## src/rtl/multicycle_control.sv

```systemverilog
// Main control FSM for the multicycle MIPS datapath: sequences fetch/decode/execute/
// writeback and drives every datapath enable and mux select from the current state.
module multicycle_control #(
  parameter logic [5:0] OP_RTYPE = 6'b000000,
  parameter logic [5:0] OP_LW    = 6'b100011,
  parameter logic [5:0] OP_SW    = 6'b101011,
  parameter logic [5:0] OP_BEQ   = 6'b000100,
  parameter logic [5:0] OP_ADDI  = 6'b001000,
  parameter logic [5:0] OP_J     = 6'b000010
) (
  input  logic       clk,
  input  logic       rst,
  input  logic [5:0] opcode,
  input  logic       zero,
  input  logic       mem_ready,
  output logic       pc_en,
  output logic       ir_write,
  output logic       mem_write,
  output logic       iord,
  output logic       reg_write,
  output logic       reg_dst,
  output logic       mem_to_reg,
  output logic       alu_src_a,
  output logic [1:0] alu_src_b,
  output logic [1:0] alu_op,
  output logic [1:0] pc_src,
  output logic       illegal_op,
  output logic [3:0] state
);

  typedef enum logic [3:0] {
    S_FETCH  = 4'd0,
    S_DECODE = 4'd1,
    S_MEMADR = 4'd2,
    S_MEMRD  = 4'd3,
    S_MEMWB  = 4'd4,
    S_MEMWR  = 4'd5,
    S_EXEC   = 4'd6,
    S_ALUWB  = 4'd7,
    S_BRANCH = 4'd8,
    S_ADDIEX = 4'd9,
    S_ADDIWB = 4'd10,
    S_JUMP   = 4'd11
  } state_t;

  state_t cur_state, next_state, dec_state;
  logic   pc_write, branch;

  assign state = cur_state;

  // NOTE: state registers use non-blocking assignments so every flop samples
  // pre-edge values; combinational blocks below use blocking assignments.
  always_ff @(posedge clk) begin
    if (rst) cur_state <= S_FETCH;
    else     cur_state <= next_state;
  end

  // While in reset the selects present FETCH values even if the register still
  // holds a mid-instruction state.
  assign dec_state = rst ? S_FETCH : cur_state;

  always_comb begin
    // NOTE: every output gets a default before the case so no path infers a latch.
    next_state = S_FETCH;
    pc_write   = 1'b0;
    branch     = 1'b0;
    ir_write   = 1'b0;
    mem_write  = 1'b0;
    iord       = 1'b0;
    reg_write  = 1'b0;
    reg_dst    = 1'b0;
    mem_to_reg = 1'b0;
    alu_src_a  = 1'b0;
    alu_src_b  = 2'b00;
    alu_op     = 2'b00;
    pc_src     = 2'b00;
    illegal_op = 1'b0;

    case (dec_state)
      S_FETCH: begin
        alu_src_b  = 2'b01;
        ir_write   = mem_ready;
        pc_write   = mem_ready;
        next_state = mem_ready ? S_DECODE : S_FETCH;
      end
      S_DECODE: begin
        alu_src_b = 2'b11;
        case (opcode)
          OP_LW, OP_SW: next_state = S_MEMADR;
          OP_RTYPE:     next_state = S_EXEC;
          OP_BEQ:       next_state = S_BRANCH;
          OP_ADDI:      next_state = S_ADDIEX;
          OP_J:         next_state = S_JUMP;
          default: begin
            next_state = S_FETCH;
            illegal_op = 1'b1;
          end
        endcase
      end
      S_MEMADR: begin
        alu_src_a  = 1'b1;
        alu_src_b  = 2'b10;
        next_state = (opcode == OP_LW) ? S_MEMRD : S_MEMWR;
      end
      S_MEMRD: begin
        iord       = 1'b1;
        next_state = mem_ready ? S_MEMWB : S_MEMRD;
      end
      S_MEMWB: begin
        mem_to_reg = 1'b1;
        reg_write  = 1'b1;
      end
      S_MEMWR: begin
        iord       = 1'b1;
        mem_write  = 1'b1;
        next_state = mem_ready ? S_FETCH : S_MEMWR;
      end
      S_EXEC: begin
        alu_src_a  = 1'b1;
        alu_op     = 2'b10;
        next_state = S_ALUWB;
      end
      S_ALUWB: begin
        reg_dst   = 1'b1;
        reg_write = 1'b1;
      end
      S_BRANCH: begin
        alu_src_a = 1'b1;
        alu_op    = 2'b01;
        pc_src    = 2'b01;
        branch    = 1'b1;
      end
      S_ADDIEX: begin
        alu_src_a  = 1'b1;
        alu_src_b  = 2'b10;
        next_state = S_ADDIWB;
      end
      S_ADDIWB: reg_write = 1'b1;
      S_JUMP: begin
        pc_src   = 2'b10;
        pc_write = 1'b1;
      end
      default: next_state = S_FETCH;
    endcase

    // Reset aborts the instruction: no write or PC update may slip through.
    if (rst) begin
      pc_write   = 1'b0;
      branch     = 1'b0;
      ir_write   = 1'b0;
      mem_write  = 1'b0;
      reg_write  = 1'b0;
      illegal_op = 1'b0;
    end
  end

  assign pc_en = pc_write | (branch & zero);

endmodule

```

## config.mk

```make
export PLATFORM = sky130hd
export DESIGN_NAME = multicycle_control
export DESIGN_NICKNAME = d
export VERILOG_FILES = /design/src/rtl/multicycle_control.sv
export SDC_FILE = /design/constraint.sdc
export NUM_CORES = 1
export LEC_CHECK = 0
export CAP_MARGIN = 25
export CORE_MARGIN = 2
export CORE_UTILIZATION = 35
export CTS_CLUSTER_SIZE = 24
export DETAILED_ROUTE_END_ITERATION = 16
export GPL_TIMING_DRIVEN = 0
export PLACE_DENSITY_LB_ADDON = 0.2
export SLEW_MARGIN = 5
export SYNTH_ARGS = -nofsm -noshare
export SYNTH_HDL_FRONTEND = slang
export SYNTH_SLANG_ARGS = --single-unit
```

## constraint.sdc

```tcl
create_clock -name clk -period 1.8 [get_ports clk]
set_input_delay 0.54 -clock clk [delete_from_list [all_inputs] [get_ports clk]]
set_output_delay 0.54 -clock clk [all_outputs]
set_load 0.02 [all_outputs]
```

# [After elaboration in Yosys (flattened, before gate mapping)]
# Index checks and enable logic that the tools add are counted.
[classes] eq_ne=16 n_mux=27 bitwise_logic=2 n_reduce_logical=8
[op_table] op="$pmux 4 s7" n=1
[op_table] op="$pmux 4 s5" n=1
[op_table] op="$mux 1" n=17
[op_table] op="$eq 4x3->1 const B" n=4
[op_table] op="$eq 4x4->1 const B" n=4
[op_table] op="$eq 6x6->1 const B" n=2
[op_table] op="$mux 3" n=3
[op_table] op="$eq 4x2->1 const B" n=2
[op_table] op="$pmux 2 s2" n=2
[op_table] op="$eq 6x2->1 const B" n=1
[op_table] op="$eq 6x3->1 const B" n=1
[op_table] op="$eq 6x4->1 const B" n=1
[op_table] op="$logic_not 6->1" n=1
[op_table] op="$pmux 2 s3" n=1
[op_table] op="$reduce_or 2->1" n=3
[op_table] op="$reduce_or 6->1" n=1
[op_table] op="$eq 4x1->1 const B" n=1
[op_table] op="$logic_not 4->1" n=1
[op_table] op="$mux 4" n=1
[op_table] op="$reduce_or 4->1" n=1
[op_table] op="$reduce_or 3->1" n=1
[op_table] op="$pmux 1 s2" n=1
[op_table] op="$and 1x1->1" n=1
[op_table] op="$or 1x1->1" n=1
[word_totals] reg_bits=4 inputBits=10 output_inout_bits=19 elab_cells=54

# [Longest topological paths before layout]
[depth] depth_word=6 ltp_mapped=5 ltp_nobuf=4

# [Worst setup path before layout]
# No wires, ideal clock.
[synth_path] path_type="input-to-output" from="in rst" to="out illegal_op" t_arrival_ns=1.611 required_ns=1.260 setup_slack_ns=-0.351 stages=4 path_buffers=1 cell_sequence="buf_2 -> nor3_2 -> nand2b_1 -> a311oi_1"
[synth_between] elab_chain_cells=4
[synth_lines] element="start, declared" line_no="12" text="input logic rst,"
[synth_lines] element="$mux 4" line_no="60" text="assign dec_state = rst ? S_FETCH : cur_state;"
[synth_lines] element="$eq 4x1->1" line_no="79" text="case (dec_state)"
[synth_lines] element="$mux 1" line_no="79"
[synth_lines] element="$mux 1 (*)" line_no="147" text="if (rst) begin"
[synth_lines] element="end, declared" line_no="27" text="output logic illegal_op,"
# Every way passes the cells marked *; elsewhere a longest branch is shown, timed or not.

# [Worst setup path in the final report]
[layout_path] from="reg cur_state[1], in the netlist state[1]" to="out alu_src_a"
[layout_between] elab_chain_cells=4 elab_cells_between_ends=7 cone_classes="4 x eq/ne; 2 x mux; 1 x reduce/logical"
[layout_lines] element="start, declared" line_no="46" text="state_t cur_state, next_state, dec_state;"
[layout_lines] element="start signal, assigned" line_no="55" text="else cur_state <= next_state;"
[layout_lines] element="$mux 4 (*)" line_no="60"
[layout_lines] element="$eq 4x4->1, or another cell as far along" line_no="79"
[layout_lines] element="$reduce_or 4->1 (no line) (*)"
[layout_lines] element="$mux 1 (*)" line_no="79"
[layout_lines] element="end, declared" line_no="23" text="output logic alu_src_a,"
# Marks and branches as above.

==> results by group <==
Detailed routing
  • First-pass DRT Iterations: 4
  • 1st-iter DRT viols: 39
  • WL per Instance: 16.1 um
  • DR WL met2: 1.28 mm
  • Final wirelength: 2.37 mm
  • DRC Markers: 0
  • DRT antenna net count: 0
  • Total number of vias: 867
  • Vias per inst: 5.90
  • Met3 WL: 174 um
  • M1 WL: 883 um
  • Highest Signal Layer: met4

Synth
  • Synth Area in Adders: 0%
  • Synth warn: 0
  • Syn Std Cell Area: 573 um2
  • Synth Area in Simple Gates: 44.3%
  • Post-synthesis mux area share: 5.68%
  • Synth Area in XOR/XNOR: 4.59%
  • Syn Nets: 90
  • Post-Syn Instances: 80
  • Syn_area_per_cell: 7.16 um2
  • Seq/Total Area, Yosys: 14.0%
  • Synth async-reset ratio: 0%
  • Post-synth EDFFs: 0
  • Synthesized flop and latch total: 4
  • Post-synthesis compound-gate area fraction: 19.9%
  • Largest family of logic cells by synthesized area: simple AND/OR/NAND/NOR gates
  • Main synth FF type: dfxtp_1
  • Count of cell types in the netlist: 39

Worst setup path
  • Worst setup SP type: flop
  • Worst setup EP type: output pin
  • Reg-to-reg critical path endpoint: state[2]
  • Reg2reg setup slack: 0.35 ns
  • Worst-path maximum fanout: 7
  • Critical Path RT: 1.26 ns
  • R2R depth: 7
  • Crit Path Class: flop to output pin
  • WP data arrival: 1.44 ns
  • Worst reg2reg startpoint: state[1]

Finish
  • # diodes: 0
  • Post-layout nets: 143
  • Max reg flops: 4
  • Fraction of layout cells with a size suffix above 1: 66.4%
  • Fillers: 98
  • Commonest cells after routing, fill and taps aside: 24 x buf_4, 13 x buf_6, 6 x nor2_1, 5 x nor2_4, 5 x nor3_2
  • Commonest non-fill, non-tap cell in the layout: buf_4
  • Syn-to-layout area delta: 117%

Power
  • Lkg Pwr: 0.000583 uW
  • Peak supply drop: 0.302 mV
  • P per Cell Area: 296 nW/um2

Timing
  • Period utilisation layout: 110%
  • Worst slew margin: 80.4%
  • Clk_skew: 0.0153 ns
  • Fin. Hold Viols: 0
  • Fin crit period: 1.98 ns
  • Slew Limit Fails: 0
  • Slew @ Worst Pin: 0.293 ns
  • Achievable Freq: 504 MHz
  • Worst hold slack: 0.602 ns
  • Final setup violation count: 11
  • Fin Setup TNS: -0.979 ns
  • Setup ws final: -0.184 ns
  • Unrepaired setup endpoints after global routing: true

Floorplan
  • Core box area: 1520 um2
  • Rows: 14
  • Die W: 44.5 um
  • Area of the die: 1980 um2
  • Top Ports: 29
  • Effective utilization at floorplan: 37.6%
  • Die Y: 44.5 um

Place
  • PortBufs: 26
  • Gpl congestion: 0.794
  • Dpl hpwl: 1.22 mm

Clock network
  • CTS clk-pin slew, worst paths: 0.05 ns
  • Sink Count: 4
  • # hold bufs at CTS: 0
  • CTS buffer count: 3
  • Root Driver: clkbuf_4
  • CTS tree: built
  • CTS H-tree depth: 1
  • Clock Latency Late Sink: 0.25 ns
  • CTS max path bufs: 2

Min path
  • Hold crit path type: primary input to flop
  • Hold endpoint: state[3]
  • Hold Path Cell Cnt: 2
  • HP Start: rst

Global routing
  • Pin count of the biggest net entering global routing: 11
  • GRT Resource Usage Total: 21.6%
  • First-pass GRT wire length: 3.09 mm
  • Vias in the first global route: 705
  • Initial antenna violation count: 0
  • Gr ovfl total: 0

Run status
  • Failing checks: negative setup slack
  • Outcome: complete, but fails checks

Job
  • Max Cap Viol: 0
-- metrics by stage --
step	std cells	util [%]	total power [uW]	instance area (um2)	setup WS, ns
global placement	122	58.5	205	892	-0.975
CTS	139	68.5	337	1040	-0.192
global route	147	81.5	385	1240	-0.220
finish	147	81.5	368	1240	-0.184
detailed placement	122	58.5	206	892	-0.983
floorplan	80	-	159	612	-0.144
-- logic make-up after synthesis --
kind of cell,Yosys count
buffers and inverters,8
flip-flops,4
AO/OA/AOI/OAI,16
XOR/XNOR,3
multiplexers,3
AND/OR/NAND/NOR,46
-- routing by layer --
layer | track usage, % | vias up
met5 | 0 | -
met4 | 12.7 | 0
met3 | 4.90 | 10
met2 | 34.8 | 57
met1 | 25.8 | 404
li1 | - | 396
-- cells in the mapped netlist, types with 2 or more instances --
master | instances | share of area (%)
buf_6 | 3 | 5.9
xor2_1 | 3 | 4.6
nand3_1 | 3 | 2.6
a31oi_1 | 2 | 2.2
dfxtp_1 | 4 | 14
o21ai_1 | 2 | 1.7
nand2_1 | 6 | 3.9
mux2_2 | 2 | 3.9
nor2_1 | 11 | 7.2
and3_1 | 3 | 3.3
nand2b_1 | 3 | 3.3
buf_2 | 3 | 2.6
nor3_1 | 8 | 7.0
nor3_2 | 2 | 3.5
-- critical path: stages, from the launching register on --
cell and delay [ns]:
dfxtp_4 0.35, buf_8 0.13, or2_4 0.24, mux2_4 0.27, nor2_4 0.08, buf_6 0.11
-- power breakdown --
| part | internal [uW] | switching, uW |
|---|---|---|
| logic | 77.6 | 78.4 |
| clock network | 75.1 | 45.4 |
| registers | 88.0 | 3.76 |
-- layout make-up --
type / count / area [um2] / area share [%]
Inverter: 1 / 3.75 / 0.302
Timing Repair Buffer: 48 / 432 / 34.7
Multi-Input combinational cell: 68 / 586 / 47.1
Buffer: 7 / 86.3 / 6.95
Clock buffer: 3 / 22.5 / 1.81
Sequential cell: 4 / 92.6 / 7.45
Tap cell: 16 / 20.0 / 1.61
-- worst max path at each step --
| stage | from | end | cells after the start | slack (ns) |
|---|---|---|---|---|
| floorplan | rst | illegal_op | 4 | -0.14 |
| global placement | opcode[2] | illegal_op | 4 | -0.97 |
| detailed placement | opcode[2] | illegal_op | 4 | -0.98 |
| CTS | state[1] | alu_src_a | 5 | -0.19 |
| global route | state[1] | alu_src_a | 5 | -0.22 |
| finish | state[1] | alu_src_a | 5 | -0.18 |
-- repair_timing --
action,4_1_cts,5_1_grt
resized for setup,115,34
pin swaps,6,9
buffers inserted,13,7
gates cloned,1,1
setup endpoints to repair,17,17
Note: power is estimated with default switching activity, not from simulation.
